===== config.mk =====
export PLATFORM = sky130hd
export DESIGN_NAME = comp_scheduler
export DESIGN_NICKNAME = d
export VERILOG_FILES = /design/src/rtl/comp_scheduler.sv
export SDC_FILE = /design/constraint.sdc
export NUM_CORES = 1
export LEC_CHECK = 0
export BUFFER_PORTS_ARGS = -buffer_cell sky130_fd_sc_hd__buf_2
export CORE_AREA = 10 10 175 177
export DETAILED_ROUTE_END_ITERATION = 7
export DIE_AREA = 0 0 185 187
export SETUP_SLACK_MARGIN = 0.5
export SYNTH_ARGS = -nofsm -noshare
export SYNTH_HDL_FRONTEND = slang
export SYNTH_SLANG_ARGS = --single-unit

===== constraint.sdc =====
create_clock -name clk -period 9.05 [get_ports clk]
set_clock_uncertainty 0.2 [all_clocks]
set_input_delay 1.81 -clock clk [delete_from_list [all_inputs] [get_ports clk]]
set_output_delay 1.81 -clock clk [all_outputs]
set_load 0.01 [all_outputs]

===== src/rtl/comp_scheduler.sv =====
// Round-robin scheduler sharing one sign-magnitude combine unit (meas - refw) among NCH requesters.
// Each grant is captured, combined, and then held as a result until the downstream accepts it.
module comp_scheduler #(
    parameter int DATA_W = 24,
    parameter int NCH    = 3
) (
    input  logic                  clk,
    input  logic                  rst,
    input  logic [NCH-1:0]        req,
    input  logic [NCH*DATA_W-1:0] meas,
    input  logic [NCH*DATA_W-1:0] refw,
    output logic [NCH-1:0]        ack,
    output logic                  out_valid,
    input  logic                  out_ready,
    output logic [DATA_W-1:0]     out_data,
    output logic [1:0]            out_ch,
    output logic                  out_sat
);
    localparam int GW = (NCH > 1) ? $clog2(NCH) : 1;
    localparam int MW = DATA_W - 1;

    typedef enum logic [1:0] {IDLE, CALC, OUT} state_t;
    state_t state, state_nx;

    logic [GW-1:0]     last_grant, grant, hi_idx, lo_idx;
    logic              hi_found, lo_found, grant_found;
    logic [DATA_W-1:0] sel_meas, sel_refw, cap_meas, cap_refw;
    logic              capture, load, accept;

    // Round robin: the lowest requesting channel above last_grant wins, otherwise wrap to the lowest one.
    always_comb begin
        hi_found = 1'b0;
        lo_found = 1'b0;
        hi_idx   = '0;
        lo_idx   = '0;
        sel_meas = '0;
        sel_refw = '0;
        for (int i = NCH - 1; i >= 0; i--) begin
            if (req[i]) begin
                if (GW'(i) > last_grant) begin
                    hi_found = 1'b1;
                    hi_idx   = GW'(i);
                end else begin
                    lo_found = 1'b1;
                    lo_idx   = GW'(i);
                end
            end
        end
        grant_found = hi_found | lo_found;
        grant       = hi_found ? hi_idx : lo_idx;
        for (int i = 0; i < NCH; i++) begin
            if (GW'(i) == grant) begin
                sel_meas = meas[i*DATA_W +: DATA_W];
                sel_refw = refw[i*DATA_W +: DATA_W];
            end
        end
    end

    logic          a_sign, b_sign, res_sign, res_sat;
    logic [MW-1:0] a_mag, b_mag, res_mag;
    logic [MW:0]   mag_sum;

    // The reference sign is flipped, so the unit computes meas + (-refw).
    always_comb begin
        a_sign   = cap_meas[DATA_W-1];
        a_mag    = cap_meas[MW-1:0];
        b_sign   = ~cap_refw[DATA_W-1];
        b_mag    = cap_refw[MW-1:0];
        mag_sum  = {1'b0, a_mag} + {1'b0, b_mag};
        res_sign = 1'b0;
        res_mag  = '0;
        res_sat  = 1'b0;
        if (a_sign == b_sign) begin
            res_sign = a_sign;
            if (mag_sum[MW]) begin
                res_mag = '1;
                res_sat = 1'b1;
            end else begin
                res_mag = mag_sum[MW-1:0];
            end
        end else if (a_mag >= b_mag) begin
            res_sign = a_sign;
            res_mag  = a_mag - b_mag;
        end else begin
            res_sign = b_sign;
            res_mag  = b_mag - a_mag;
        end
        if (res_mag == '0) res_sign = 1'b0;
    end

    always_ff @(posedge clk or posedge rst) begin
        if (rst) state <= IDLE;
        else     state <= state_nx;
    end

    always_comb begin
        state_nx = state;
        case (state)
            IDLE:    if (grant_found) state_nx = CALC;
            CALC:    state_nx = OUT;
            OUT:     if (out_ready) state_nx = IDLE;
            default: state_nx = IDLE;
        endcase
    end

    always_comb begin
        capture = (state == IDLE) && grant_found;
        load    = (state == CALC);
        accept  = (state == OUT) && out_ready;
    end

    always_ff @(posedge clk or posedge rst) begin
        if (rst) begin
            last_grant <= GW'(NCH - 1);
            cap_meas   <= '0;
            cap_refw   <= '0;
            ack        <= '0;
            out_valid  <= 1'b0;
            out_data   <= '0;
            out_ch     <= '0;
            out_sat    <= 1'b0;
        end else begin
            ack <= '0;
            if (capture) begin
                cap_meas   <= sel_meas;
                cap_refw   <= sel_refw;
                last_grant <= grant;
                ack        <= NCH'(1) << grant;
            end
            if (load) begin
                out_data  <= {res_sign, res_mag};
                out_ch    <= 2'(last_grant);
                out_sat   <= res_sat;
                out_valid <= 1'b1;
            end
            if (accept) out_valid <= 1'b0;
        end
    end
endmodule


## Word-level counts from Yosys, hierarchy flattened

Index checks and enable logic that the tools add are counted.

- Add/sub/neg operators: 3
- Order comparisons: 4
- Equal/unequal tests: 7
- Shifts and indexed selects: 1
- Mux-type cells: 45
- Bitwise operators: 2
- Reduce and logical (&&, ||, !) cells: 7

Operators by type and width:

| kind | number |
|---|---|
| two-way mux 24 bit | 6 |
| two-way mux 23 bit | 3 |
| subtractor 23 bit | 2 |
| two-way mux 2 bit | 15 |
| adder 23 x 23 -> 24 bit | 1 |
| >= comparator 23 bit | 1 |
| zero test 23 bit | 1 |
| two-way mux 1 bit | 19 |
| one-hot mux 2 bit (3 select lines) | 1 |
| > comparator 1 x 2 -> 1 bit, first input constant | 2 |
| zero test 2 bit | 2 |
| inequality test 2 bit, second input constant | 2 |
| two-way mux 3 bit | 1 |
| left shift 1 x 2 -> 3 bit, first input constant | 1 |
| == test 1 x 2 -> 1 bit, first input constant | 1 |
| == test 2 x 1 -> 1 bit, second input constant | 1 |
| == test 2 bit, first input constant | 1 |
| == test 2 bit, second input constant | 1 |
| > comparator 2 bit, first input constant | 1 |
| logical AND 1 bit | 2 |
| AND reduction 2 bit | 1 |
| nonzero test 2 bit | 1 |
| == test 1 bit | 1 |
| NOT 1 bit | 1 |
| bitwise OR 1 bit | 1 |

- Bits in registers: 83
- Input port bits: 150
- Output and inout port bits: 31
- Logic and storage cells: 78

## Depth between registers and ports, before layout

Gate-level depths: netlist of the first run.

- Depth in word-level cells: 12
- Gate-level depth with buffers: 16

## Worst setup path after synthesis of the first run

Ideal clock, no wire load.

- Kind: input to register
- Start point: input req[2]
- End point: register cap_refw[10]
- Arrival time: 3392 ps
- Slack: 5381 ps
- Stages: 9
- Path buffers: 3
- Cells stage by stage: nor3_1 > or3_1 > clkbuf_1 > clkinv_1 > nand3_1 > clkbuf_1 > buf_1 > o22ai_1 > a21oi_1

- Word-level cells in the longest chain between the ends: 10
- Elaborated cells between the ends (all ways): 29
- Classes of those cells: eq/ne: 2; mux: 24; bitwise: 1; reduce/logical: 2

Ends and longest elaborated chain:

| item | line | source |
|---|---|---|
| start: declaration | 9 | `input logic [NCH-1:0] req,` |
| two-way mux 2 bit / two-way mux 1 bit (equally long branches) | 39 | `if (req[i]) begin` |
| two-way mux 2 bit / two-way mux 1 bit (equally long branches) | 40 | `if (GW'(i) > last_grant) begin` |
| two-way mux 2 bit / two-way mux 1 bit (equally long branches) | 39 |  |
| two-way mux 2 bit / two-way mux 1 bit (equally long branches) | 40 |  |
| two-way mux 2 bit / two-way mux 1 bit (equally long branches) | 39 |  |
| two-way mux 2 bit | 50 | `grant = hi_found ? hi_idx : lo_idx;` |
| zero test 2 bit | 52 | `if (GW'(i) == grant) begin` |
| two-way mux 24 bit (3 in a row) | 52 |  |
| end signal: assignment | 126 | `cap_refw <= sel_refw;` |
| end: declaration | 27 | `logic [DATA_W-1:0] sel_meas, sel_refw, cap_meas, cap_refw;` |

Parallel ways exist; a longest one is shown, timed or not.
A chain may end at the register's enable or synchronous reset.

## Worst setup path in the final report of the first run

- Start point: register cap_meas[14]
- End point: register out_data[23]

- Word-level cells in the longest chain between the ends: 5
- Elaborated cells between the ends (all ways): 11
- Classes of those cells: add/sub: 3; order compare: 1; mux: 6; reduce/logical: 1

Ends and longest elaborated chain:

| item | line | source |
|---|---|---|
| start: declaration | 27 |  |
| start signal: assignment | 125 | `cap_meas <= sel_meas;` |
| adder 23 x 23 -> 24 bit, or another cell as far along | 69 | `mag_sum = {1'b0, a_mag} + {1'b0, b_mag};` |
| two-way mux 23 bit (on tied branches) | 75, 81 |  |
| two-way mux 23 bit | 73 | `if (a_sign == b_sign) begin` |
| zero test 23 bit | 88 | `if (res_mag == '0) res_sign = 1'b0;` |
| two-way mux 1 bit (*) | 88 |  |
| end signal: assignment | 131 | `out_data <= {res_sign, res_mag};` |
| end: declaration | 15 | `output logic [DATA_W-1:0] out_data,` |

Every way passes the cells marked *; elsewhere a longest branch is shown, timed or not.

==> flow_summary.ini, run 1 <==
[floorplan]
die_h_um = 187
core_area_mm2 = 0.0273
start_util = 0.292
die_x_um = 185
die_area_mm2 = 0.0346
io_pins = 181
rows = 61

[synth]
synth_cell_type_count = 79
synth_fa_ha_area_frac = 0.120
synth.top_cell.area_share = 0.257
synth_edf_count = 0
synthesis.area_mm2 = 0.00799
seq_area_frac_synth = 0.260
yosysWarnings = 0
yosys.area.top_type = dfrtp_1
synth_area_per_cell_um2 = 7.43
synthArstFlopShare = 1.00
synth-seq-cells = 83
synthCells = 1076
synth_top_family_by_area = compound AO/OA/AOI/OAI gates
synth-compound-area-share = 0.312
synthFlopType = dfrtp_1
syn_nets = 1301
synth-simple-area-share = 0.189
synthTopCellsByArea = dfrtp_1 (26%), ha_1 (11%), a21oi_1 (7.7%)
muxShareOfSynthArea = 0.0227
synth_xor_area_frac = 0.0142

[critical_path]
regToRegSetupSlack_ns = 4.48
cp_data_arrival_time_ns = 4.60
end_kind = flop
ff2ff_path_depth = 13
r2r_end = out_data[23]$_DFFE_PP0P_
start_kind = flop
path_max_fanout = 12
crit_type = flop to flop
reg2reg_from = cap_meas[14]$_DFFE_PP0P_
endpoint = out_data[23]$_DFFE_PP0P_
required_ns = 9.08
critical_path.startpoint = cap_meas[14]$_DFFE_PP0P_

[finish]
design_area_mm2 = 0.00939
final_common_cell = buf_2
nets = 1427
syn_to_final_growth_pct = 17.5
antenna_cells = 0
drive_gt1_frac = 0.196
layout_common_cells = buf_2 (180), a21oi_1 (123), nand2_1 (120)

[sta]
setup_viol = 0
rsz0062_at_grt = false
fmax_mhz = 219
fin_crit_ns = 4.57
period_share = 0.505
relSlewSlack = 0.250
tns_ns = 0
tightest_slew_ns = 1.12
setup_ws_ns = 4.48
final-hold-violation-count = 0
report.final.slew_viol_count = 0
whs_ns = 0.272

[global_route]
grt_overflow_total = 0
track_usage = 0.161
grt_pass1_vias = 8275
grt_pass1_wl_mm = 45.0
antenna_found_initial = 1
grt_max_degree = 99

[placement]
io_buffers = 180
post-dp-hpwl_mm = 23.2
placed_area_mm2 = 0.00904
gp_congestion = 0.958
dpl_worst_slack_ns = 4.29

[routing]
ant_nets = 0
routedWlPerCell_um = 18.4
via_per_inst = 5.37
firstDrtPassIters = 5
routed-via-count = 8335
drc = 0
dr.first_iter.drc_count = 543
routed_wl_mm = 28.6

[cts]
cts_buffer_depth = 2
cts_resized = 0
clock-sinks = 83
cts_tree = built
cts_buffers = 9
root_buffer = clkbuf_16
cts_max_level = 3
post_cts_buffers = 0
cts_hold_repair.buffers = 0
clk_pin_slew_worst_paths_ns = 0.07
worstSkewPairLatency_ns = 0.36

[min_path]
hold_path.class = flop to flop

[status]
status = finished, final reports clean

[job]
drv_cap = 0
[how the worst min path moves through the flow]
stage	to	startpoint	cells after the start	slack, ns
2_1_floorplan	last_grant[0]$_DFFE_PP0P_	last_grant[0]$_DFFE_PP0P_	1	0.27
3_3_place_gp	out_data[5]$_DFFE_PP0P_	out_data[5]$_DFFE_PP0P_	2	0.25
3_5_place_dp	out_data[2]$_DFFE_PP0P_	out_data[2]$_DFFE_PP0P_	2	0.26
4_1_cts	out_data[2]$_DFFE_PP0P_	out_data[2]$_DFFE_PP0P_	2	0.28
5_1_grt	out_data[8]$_DFFE_PP0P_	out_data[8]$_DFFE_PP0P_	2	0.30
6_report	out_data[21]$_DFFE_PP0P_	out_data[21]$_DFFE_PP0P_	2	0.27
[metal layers]
layer  up-vias  GRT usage  routed length [um]
met2       358      0.230               11800
met4         2     0.0360                 356
met3        26     0.0455                2270
li1       4090          -                   -
met1      3859      0.232               14200
met5         -          0                  13
[stage by stage]
stage / instances / util
after global placement: 1537 / 0.331
final: 1553 / 0.344
after global routing: 1553 / 0.344
after detailed placement: 1537 / 0.331
after floorplan: 1076 / -
after CTS: 1553 / 0.344
[cell families (layout without fill, tap and decap cells)]
logic type,after synthesis,after routing
compound gates,406,406
simple gates,332,332
buf+inv,149,280
flops,83,83
fa+ha+maj,75,75
mux,18,18
xor+xnor,13,13
[cell type report]
class | instances | area, um^2
fill | 2985 | 17900
multi-input combinational | 844 | 5290
sequential | 83 | 2080
timing repair buffer | 186 | 946
tap | 346 | 433
inverter | 78 | 294
clock buffer | 9 | 225
clock inverter | 7 | 128
[sequential cells by signal, indices dropped and copies added (netlist names)]
name,cells
out_data,24
cap_refw,24
state,2
ack,3
last_grant,2
cap_meas,24
out_sat,1
out_valid,1
out_ch,2
[critical path, cell delays in order, from the launching register on]
cell and delay, ns:
dfrtp_1 0.42, inv_1 0.07, ha_1 0.52, a21oi_1 0.33, o21a_1 0.20, a21boi_2 0.18, o211ai_1 0.19, nor2_1 0.92
mux2i_1 0.34, mux2i_1 0.26, nand2_1 0.09, a221o_1 0.35, nor4_1 0.28, a21oi_1 0.10
[cell usage after synthesis (7+ instances only)]
library cell,instances
and3_1,8
nand3_1,13
clkbuf_1,42
buf_6,7
buf_4,8
a31oi_1,12
a21o_1,15
mux2i_1,17
o21bai_1,9
nor2_1,102
nor3_1,20
o31ai_1,7
nor2b_1,10
o211ai_1,7
inv_1,72
nand4_1,12
a21oi_1,123
or3_1,7
ha_1,72
a211oi_1,7
a221o_1,8
buf_2,8
nand2b_1,8
nand2_1,120
nor4_1,7
dfrtp_1,82
o21ai_0,113
xnor2_1,11
o22ai_1,49
Power of run 1 is left out: the tool's default activity adds up to more than one toggle a clock period on the data nets, which glitch-free logic cannot reach.
==> run 2, diff against run 1 <==
- clock period: 9.05 -> 4.63 ns (I/O delays scaled with it)
==> run 2 against run 1 <==
Utilization is 1.1 points higher. Sequential share of layout area down 0.69 points. Non-clock buffer count increased by 29. Maximum frequency up 16%. Wire length grew 7.5%. Cell count is 1.9% higher. Setup slack got worse by 3.8 ns.
==> flow_summary.ini, run 2 (same netlist as run 1, synthesis figures left out) <==
[status]
status = finished, final reports clean

[sta]
relSlewSlack = 0.334
whs_ns = 0.273
setup_viol = 0
period_share = 0.854
fin_crit_ns = 3.96
tightest_slew_ns = 0.997
report.final.slew_viol_count = 0
fmax_mhz = 253
tns_ns = 0
rsz0062_at_grt = false
final-hold-violation-count = 0

[floorplan]
rows = 61
io_pins = 181
die_area_mm2 = 0.0346
die_h_um = 187
core_area_mm2 = 0.0273
die_x_um = 185
start_util = 0.292

[global_route]
grt_overflow_total = 0
grt_max_degree = 99
antenna_found_initial = 0
track_usage = 0.170
grt_pass1_wl_mm = 47.0
grt_pass1_vias = 8144

[finish]
nets = 1456
drive_gt1_frac = 0.236
final_common_cell = buf_2
antenna_cells = 0
regArea_mm2 = 0.00208
reg_top3 = cap_meas: 24 flops, cap_refw: 24 flops, out_data: 24 flops
syn_to_final_growth_pct = 21.4
layout_common_cells = buf_2 (180), a21oi_1 (121), nand2_1 (120)
fin_cells = 1582
multiInputGateArea_mm2 = 0.00542
fillers = 2964

[critical_path]
start_kind = flop
path_max_fanout = 8
cp_data_arrival_time_ns = 3.98
required_ns = 4.65
cpPeakStageDelay_ns = 0.42
crit_type = flop to flop
slowest_stage = dfrtp_1
cp_cell_sequence = inv_1 -> ha_1 -> nand2_1 -> o21ai_1 -> a41oi_2 -> o211ai_1 -> nor2_1 -> buf_4 -> mux2i_1 -> mux2i_1 -> nand2_1 -> a221o_1 -> nor4_1 -> a21oi_1
end_kind = flop

[routing]
routed-via-count = 8463
via_per_inst = 5.35
dr.first_iter.drc_count = 815
ant_nets = 0
routedWlPerCell_um = 19.4
firstDrtPassIters = 5
drc = 0
routed_wl_mm = 30.7

[cts]
cts_buffer_depth = 2
clock-sinks = 83
cts_buffers = 9
worstSkewPairLatency_ns = 0.36
root_buffer = clkbuf_16
clk_pin_slew_worst_paths_ns = 0.07
cts_max_level = 3
cts_hold_repair.buffers = 0
cts_tree = built

[placement]
io_buffers = 180
gp_congestion = 1.00
post-dp-hpwl_mm = 24.9
numPlacedInstances = 1564

[min_path]
hold_path.class = flop to flop

[job]
drv_cap = 0
==> run 2: worst max-delay path, delay by kind of cell (launching register included) <==
kind	cells	cell delay (ns)
compound gates	5	1.20
simple gates	4	0.75
mux	2	0.56
flops	1	0.42
fa+ha+maj	1	0.41
buf+inv	2	0.28
==> run 2: worst paths after layout <==
kind	start	to	slack, ns	cells past startpoint
min in group asynchronous	rst	out_data[16]$_DFFE_PP0P_	0.42	2
worst min register to register	out_data[2]$_DFFE_PP0P_	out_data[2]$_DFFE_PP0P_	0.27	2
worst min-delay path	out_data[2]$_DFFE_PP0P_	out_data[2]$_DFFE_PP0P_	0.27	2
worst max register to register	cap_meas[17]$_DFFE_PP0P_	out_data[23]$_DFFE_PP0P_	0.67	14
max in group asynchronous	rst	cap_refw[16]$_DFFE_PP0P_	2.95	3
worst max-delay path	cap_meas[17]$_DFFE_PP0P_	out_data[23]$_DFFE_PP0P_	0.67	14
==> run 2: layout make-up <==
class                      instances  share of cell area
timing repair buffer             215               0.120
multi-input combinational        844               0.559
sequential                        83               0.214
inverter                          78              0.0303
tap                              346              0.0446
clock buffer                      11              0.0250
clock inverter                     5             0.00632
==> run 2: repair_timing <==
item,CTS,global route
buffers inserted,0,2
pin swaps,0,2
resized for setup,3,31
cloned,0,0
setup endpoints to repair,1,1
==> run 2: routing by layer <==
| metal | track usage | vias to the layer above | share of wire |
|---|---|---|---|
| met3 | 0.0455 | 33 | 0.084 |
| met1 | 0.251 | 3899 | 0.49 |
| li1 | - | 4147 | - |
| met2 | 0.239 | 384 | 0.41 |
| met4 | 0.0400 | 0 | 0.017 |
| met5 | 0 | - | 0 |
==> run 2: metrics by stage <==
stage / setup WS, ns / instance area [um^2] / util
detailed placement: 0.466 / 9240 / 0.338
finish: 0.674 / 9700 / 0.355
global placement: 0.420 / 9240 / 0.338
floorplan: 1.29 / 7990 / -
global route: 0.510 / 9700 / 0.355
CTS: 0.572 / 9560 / 0.350
Power of run 2 is left out for the same reason.
